===== src/rtl/rpsc_ann_pkg.sv =====
// Shared types and constants for the RPSC annunciator panel.
// The RINGBACK state is always encoded; it is only reachable when RPSC_ANN_RINGBACK_EN is defined.
package rpsc_ann_pkg;

    localparam int unsigned RPSC_N_CH  = 8;
    localparam int unsigned SLOW_RATIO = 4;

    typedef enum logic [2:0] {
        IDLE,
        FIRST,
        ALERT,
        ACK,
        RINGBACK
    } ann_state_t;

    // RINGBACK gates the fast flash with the slow phase, producing bursts.
    function automatic logic lamp_pattern(input ann_state_t st, input logic fast, input logic slow);
        logic on;
        case (st)
            FIRST:    on = fast;
            ALERT:    on = slow;
            ACK:      on = 1'b1;
            RINGBACK: on = fast & slow;
            default:  on = 1'b0;
        endcase
        return on;
    endfunction

endpackage


===== src/rtl/rpsc_pb_debounce.sv =====
// Pushbutton conditioner: 2-flop synchronizer, stability counter, debounced level and rising-edge pulse.
module rpsc_pb_debounce #(
    parameter int unsigned DEBOUNCE_CYCLES = 500_000
) (
    input  logic clk,
    input  logic reset,
    input  logic pb,
    output logic level,
    output logic rise
);

    localparam int unsigned CW = (DEBOUNCE_CYCLES > 1) ? $clog2(DEBOUNCE_CYCLES) : 1;
    localparam logic [CW-1:0] CNT_LAST = CW'(DEBOUNCE_CYCLES - 1);

    logic          sync1;
    logic          sync2;
    logic [CW-1:0] cnt;

    // Any return to the accepted level restarts the count, so short bounces never get through.
    always_ff @(posedge clk or negedge reset) begin
        if (!reset) begin
            sync1 <= 1'b0;
            sync2 <= 1'b0;
            cnt   <= '0;
            level <= 1'b0;
            rise  <= 1'b0;
        end else begin
            sync1 <= pb;
            sync2 <= sync1;
            rise  <= 1'b0;
            if (sync2 == level) begin
                cnt <= '0;
            end else if (cnt == CNT_LAST) begin
                cnt   <= '0;
                level <= sync2;
                rise  <= sync2;
            end else begin
                cnt <= cnt + 1'b1;
            end
        end
    end

endmodule


===== src/rtl/rpsc_annunciator_panel.sv =====
// Annunciator sequencer: per-channel alarm FSMs, flash generator, horn and first-out indication.
// Optional ringback sequence and reset pushbutton enabled by `define RPSC_ANN_RINGBACK_EN.
module rpsc_annunciator_panel
    import rpsc_ann_pkg::*;
#(
    parameter int unsigned N_CH            = RPSC_N_CH,
    parameter int unsigned FLASH_DIV       = 2_500_000,
    parameter int unsigned DEBOUNCE_CYCLES = 500_000
) (
    input  logic            clk,
    input  logic            reset,
    input  logic [N_CH-1:0] i_ff_out,
    input  logic [N_CH-1:0] i_ff_la,
    input  logic            i_ack_pb,
    input  logic            i_reset_pb,
    input  logic            i_lamp_test,
    output logic [N_CH-1:0] o_lamp,
    output logic            o_horn,
    output logic            o_first_valid,
    output logic [2:0]      o_first_id
);

    localparam int unsigned PW = (FLASH_DIV > 1) ? $clog2(FLASH_DIV) : 1;
    localparam logic [PW-1:0] PRE_LAST = PW'(FLASH_DIV - 1);
    localparam int unsigned SW = $clog2(SLOW_RATIO);
    localparam logic [SW-1:0] SLOW_LAST = SW'(SLOW_RATIO - 1);

    logic [N_CH-1:0] la_s1, la_s2;
    logic [N_CH-1:0] fo_s1, fo_s2;
    logic            ack_p;
    logic            lt_level;
    logic            unused_ack_level;
    logic            unused_lt_rise;
    logic [PW-1:0]   pre;
    logic [SW-1:0]   tog;
    logic            fast;
    logic            slow;
    logic [N_CH-1:0] is_first;
    logic [N_CH-1:0] is_alarm;
    logic [N_CH-1:0] lamp_d;
    logic [2:0]      first_id;

    always_ff @(posedge clk or negedge reset) begin
        if (!reset) begin
            la_s1 <= '0;
            la_s2 <= '0;
            fo_s1 <= '0;
            fo_s2 <= '0;
        end else begin
            la_s1 <= i_ff_la;
            la_s2 <= la_s1;
            fo_s1 <= i_ff_out;
            fo_s2 <= fo_s1;
        end
    end

    rpsc_pb_debounce #(.DEBOUNCE_CYCLES(DEBOUNCE_CYCLES)) u_ack_db (
        .clk   (clk),
        .reset (reset),
        .pb    (i_ack_pb),
        .level (unused_ack_level),
        .rise  (ack_p)
    );

    rpsc_pb_debounce #(.DEBOUNCE_CYCLES(DEBOUNCE_CYCLES)) u_lt_db (
        .clk   (clk),
        .reset (reset),
        .pb    (i_lamp_test),
        .level (lt_level),
        .rise  (unused_lt_rise)
    );

`ifdef RPSC_ANN_RINGBACK_EN
    logic rst_p;
    logic unused_rst_level;

    rpsc_pb_debounce #(.DEBOUNCE_CYCLES(DEBOUNCE_CYCLES)) u_rst_db (
        .clk   (clk),
        .reset (reset),
        .pb    (i_reset_pb),
        .level (unused_rst_level),
        .rise  (rst_p)
    );
`else
    logic unused_reset_pb;
    assign unused_reset_pb = i_reset_pb;
`endif

    // Free-running prescaler keeps every flashing channel phase-aligned.
    always_ff @(posedge clk or negedge reset) begin
        if (!reset) begin
            pre  <= '0;
            tog  <= '0;
            fast <= 1'b0;
            slow <= 1'b0;
        end else if (pre == PRE_LAST) begin
            pre  <= '0;
            fast <= ~fast;
            if (tog == SLOW_LAST) begin
                tog  <= '0;
                slow <= ~slow;
            end else begin
                tog <= tog + 1'b1;
            end
        end else begin
            pre <= pre + 1'b1;
        end
    end

    for (genvar k = 0; k < N_CH; k++) begin : g_ch
        ann_state_t st;

        // IDLE ignores ack, so a pulse coinciding with a new alarm cannot acknowledge it.
        always_ff @(posedge clk or negedge reset) begin
            if (!reset) begin
                st <= IDLE;
            end else begin
                case (st)
                    IDLE: begin
                        if (la_s2[k]) st <= fo_s2[k] ? FIRST : ALERT;
                    end
                    FIRST, ALERT: begin
                        if (ack_p) st <= la_s2[k] ? ACK : IDLE;
                    end
                    ACK: begin
`ifdef RPSC_ANN_RINGBACK_EN
                        if (!la_s2[k]) st <= RINGBACK;
`else
                        if (!la_s2[k]) st <= IDLE;
`endif
                    end
`ifdef RPSC_ANN_RINGBACK_EN
                    RINGBACK: begin
                        if (rst_p)         st <= IDLE;
                        else if (la_s2[k]) st <= ALERT;
                    end
`endif
                    default: st <= IDLE;
                endcase
            end
        end

        assign is_first[k] = (st == FIRST);
        assign is_alarm[k] = (st == FIRST) || (st == ALERT);
        assign lamp_d[k]   = lamp_pattern(st, fast, slow);
    end

    always_comb begin
        first_id = '0;
        for (int unsigned k = N_CH; k > 0; k--) begin
            if (is_first[k-1]) first_id = 3'(k - 1);
        end
    end

    always_ff @(posedge clk or negedge reset) begin
        if (!reset) begin
            o_lamp        <= '0;
            o_horn        <= 1'b0;
            o_first_valid <= 1'b0;
            o_first_id    <= '0;
        end else begin
            o_lamp        <= lt_level ? '1 : lamp_d;
            o_horn        <= |is_alarm;
            o_first_valid <= |is_first;
            o_first_id    <= first_id;
        end
    end

endmodule


===== config.mk =====
export PLATFORM = sky130hd
export DESIGN_NAME = rpsc_annunciator_panel
export DESIGN_NICKNAME = d
export VERILOG_FILES = /design/src/rtl/rpsc_ann_pkg.sv /design/src/rtl/rpsc_pb_debounce.sv /design/src/rtl/rpsc_annunciator_panel.sv
export SDC_FILE = /design/constraint.sdc
export NUM_CORES = 1
export LEC_CHECK = 0
export ABC_AREA = 1
export CAP_MARGIN = 10
export CORE_ASPECT_RATIO = 0.8
export CORE_MARGIN = 3
export CORE_UTILIZATION = 35
export CTS_CLUSTER_DIAMETER = 60
export DETAILED_ROUTE_END_ITERATION = 6
export GPL_TIMING_DRIVEN = 0
export PLACE_DENSITY = 0.56
export SETUP_SLACK_MARGIN = 0.3
export SLEW_MARGIN = 20
export SYNTH_ARGS = -nofsm -noshare
export SYNTH_HDL_FRONTEND = slang
export SYNTH_SLANG_ARGS = --single-unit

===== constraint.sdc =====
create_clock -name clk -period 2 [get_ports clk]
set_input_delay 0.5 -clock clk [delete_from_list [all_inputs] [get_ports clk]]
set_output_delay 0.5 -clock clk [all_outputs]
set_load 0.01 [all_outputs]

==> impl_metrics.tcl <==
set metrics [dict create \
    clock-sinks 132 \
    detail_route.iter0.violations 303 \
    final_cells 1132 \
    met1_usage_pct 20.1 \
    overflow 0 \
    worst_slack_ns 0.433 \
    routedWlPerCell_um 11.9 \
    clock_skew_ns 0.00806 \
    cts.clk_slew.worst_paths_ns 0.06 \
    required_ns 1.50 \
    syn-cell-area_um2 6860 \
    synthArstFlopShare_pct 100 \
    final_util_pct 42.3 \
    fmax_ghz 0.638 \
    layout_min_cycle_time_ns 1.57 \
    p_clk_share_pct 35.8 \
    r2r_slack_ns 0.44 \
    grt_usage_pct 13.4 \
    worstHoldPathType "primary input to asynchronous set/reset pin" \
    grt_max_degree 75 \
    place_hpwl_mm 9.59 \
    drt_pass1_iterations 6 \
    post_cts_buffers 0 \
    grt_pass1_vias 4725 \
    drt_wl_total_mm 13.4 \
    synth_top_area_share_pct 48.2 \
    placed_area_um2 7530 \
    cp_num_cells 1 \
    clockRootBuffer "clkbuf_16" \
    num_rows 45 \
    synth_cell_types 33 \
    syn_nets 885 \
    synth_commonest_cells "nand2_1, nor2_1, dfrtp_1, inv_1, ha_1" \
    dp.cells 1101 \
    maxCapViolations 0 \
    leakage_nw 3.77 \
    ios 34 \
    cts.path.max_buffers 2 \
    final_nets 937 \
    crit_slowest_cell "dfrtp_1" \
    violations "negative hold slack" \
    setup_viol 0 \
    internal_power_w 0.00560 \
    io_buffers 32 \
    initial_utilization_pct 35.9 \
    seq_power_share_pct 39.1 \
    slew_headroom_pct 63.6 \
    share_comb_of_total_power_pct 25.1 \
    synth_area_leaders "dfrtp_1, ha_1, nand2_1" \
    gp_congestion 0.822 \
    r2r-start "g_ch[4].st[1]" \
    antenna_found_initial 0 \
    syn2layout_area_growth_pct 17.7 \
    crit-reg2reg-capture "o_first_valid" \
    htree_levels 4 \
    gr-usage-met2_pct 18.3 \
    grt_pass1_wl_mm 23.0 \
    status "finished, violations left" \
    ant_nets 0 \
    crit_path_max_fanout 1 \
    hold_violations 8 \
    synth.most_common_cell "nand2_1" \
    ys_ff_latch 132 \
    post-route-period-util_pct 78.4 \
    maxSlewViolCount 0 \
    die_w_um 163 \
    synth_edf_count 0 \
    syn_area_per_cell_um2 8.47 \
    syn-instance-count 810 \
    yosysWarnings 0 \
    ys.flop_type "dfrtp_1" \
    fin_area_um2 8070 \
    peakVddDrop_mv 0.559 \
    sw_frac_of_total_pct 31.2 \
    cts_buffers 17 \
    die_y_um 131 \
    totalPowerFinal_w 0.00813 \
    powerDensity_nw_per_um2 1010 \
    viasPerCell 4.49 \
    cts_tree "yes" \
    worst_slew_pin_slew_ns 0.547 \
    hold_slack_ns -0.0129 \
    rsz0062_at_grt "no" \
    worst-r2r-cell-count 4 \
    crit_type "flop to primary output" \
    crit_chain "dlygate4sd2_1" \
    die-area_um2 21300 \
    core_region_area_um2 19100 \
    cp_top_family "flip-flops" \
    netlist.top_cell.by_area "dfrtp_1" \
    layout-drive-gt1-share_pct 7.09 \
    clock_latency_ns 0.42 \
    num_antenna_cells 0 \
    grt_use_met3_pct 3.56 \
    crit_arrival_ns 1.07 \
    busiest_layer "met1" \
    vias 5080 \
    seq_area_um2 3300 \
    synth-seq-area-share_pct 48.2 \
    detailedPlace.worstSlack_ns 0.445 \
    cp_num_buf_inv 1 \
    drc 0 \
    cp-end-kind "primary output" \
    p_sw_w 0.00254 \
    multiInputGateArea_um2 3140 \
    critPathMaxStageDelay_ns 0.36 \
    nFillCells 1876 \
    cp-start-kind "flop" \
]
-- cell usage in the layout (no fill, tap or decap), types with 5 or more instances in the layout --
cell type        instances
mux2_2                   8
o21ai_0                 33
nand4_1                 16
xor2_1                  21
clkbuf_1                 5
a21oi_1                 27
inv_1                   98
dfrtp_1                132
nand3_1                 46
dlygate4sd2_1           13
xnor2_1                  8
clkbuf_16               17
nor2_1                 153
nor2_2                   8
ha_1                    54
clkdlybuf4s50_1         18
nor3_1                  10
nand2_1                157
-- flip-flops by register name, indices dropped and copies added (netlist names) --
| register | flops |
|---|---|
| fast | 1 |
| fo_s1 | 8 |
| fo_s2 | 8 |
| g_ch.st | 16 |
| la_s1 | 8 |
| la_s2 | 8 |
| o_first_id | 3 |
| o_first_valid | 1 |
| o_horn | 1 |
| o_lamp | 8 |
| pre | 22 |
| slow | 1 |
| tog | 2 |
| u_ack_db.cnt | 19 |
| u_ack_db.level | 1 |
| u_ack_db.rise | 1 |
| u_ack_db.sync1 | 1 |
| u_ack_db.sync2 | 1 |
| u_lt_db.cnt | 19 |
| u_lt_db.level | 1 |
| u_lt_db.sync1 | 1 |
| u_lt_db.sync2 | 1 |
-- power groups by stage --
| stage | Clock (W) | Sequential [W] | Combinational (W) |
|---|---|---|---|
| 2_1_floorplan | 0 | 0.00322 | 0.00146 |
| 3_3_place_gp | 0 | 0.00323 | 0.00206 |
| 3_5_place_dp | 0 | 0.00323 | 0.00210 |
| 4_1_cts | 0.00300 | 0.00319 | 0.00206 |
| 5_1_grt | 0.00311 | 0.00323 | 0.00239 |
| 6_report | 0.00291 | 0.00318 | 0.00204 |
-- timing repair --
action                                  4_1_cts  5_1_grt
resized for setup                            13        2
endpoints found under the setup margin       13        2
hold buffers                                  0        0
-- through the flow --
step	hold slack (ns)	setup TNS (ns)
floorplan	0.204	0
global placement	0.334	-655.84
detailed placement	0.335	0
CTS	0.000604	0
global route	0.0118	0
finish	-0.0129	0
-- final cells by class --
type,count,area share (%)
Clock buffer,22,5.75
Buffer,6,0.434
Multi-Input combinational cell,571,38.9
Tap cell,258,4.00
Clock inverter,9,1.01
Inverter,101,4.76
Timing Repair Buffer,33,4.17
Sequential cell,132,40.9
-- worst max path at each step --
stage | slack [ns] | start | to
5_1_grt | 0.31 | g_ch[4].st[1] | o_first_valid
3_3_place_gp | -4.98 | reset | u_ack_db.cnt[15]
4_1_cts | 0.40 | o_lamp[5] | o_lamp[5]
3_5_place_dp | 0.44 | g_ch[5].st[0] | o_horn
6_report | 0.43 | o_lamp[5] | o_lamp[5]
2_1_floorplan | 0.60 | g_ch[6].st[0] | g_ch[6].st[0]
-- logic make-up (layout without fill, tap and decap cells) --
family,count (synthesis),in the layout,share of synthesized area (%)
xor+xnor,29,29,3.70
flops,132,132,48.2
compound gates,68,68,5.27
mux,8,8,1.31
simple gates,412,412,25.6
fa+ha+maj,54,54,9.85
buf+inv,107,171,6.11
-- routing by layer --
metal,part of all wire (%),vias to the layer above,wire length (um)
met5,0,-,0
met4,1.9,0,249
met3,4.0,20,531
met2,40,79,5420
met1,54,2312,7240
li1,-,2669,-
Note: power is estimated with default switching activity, not from simulation.
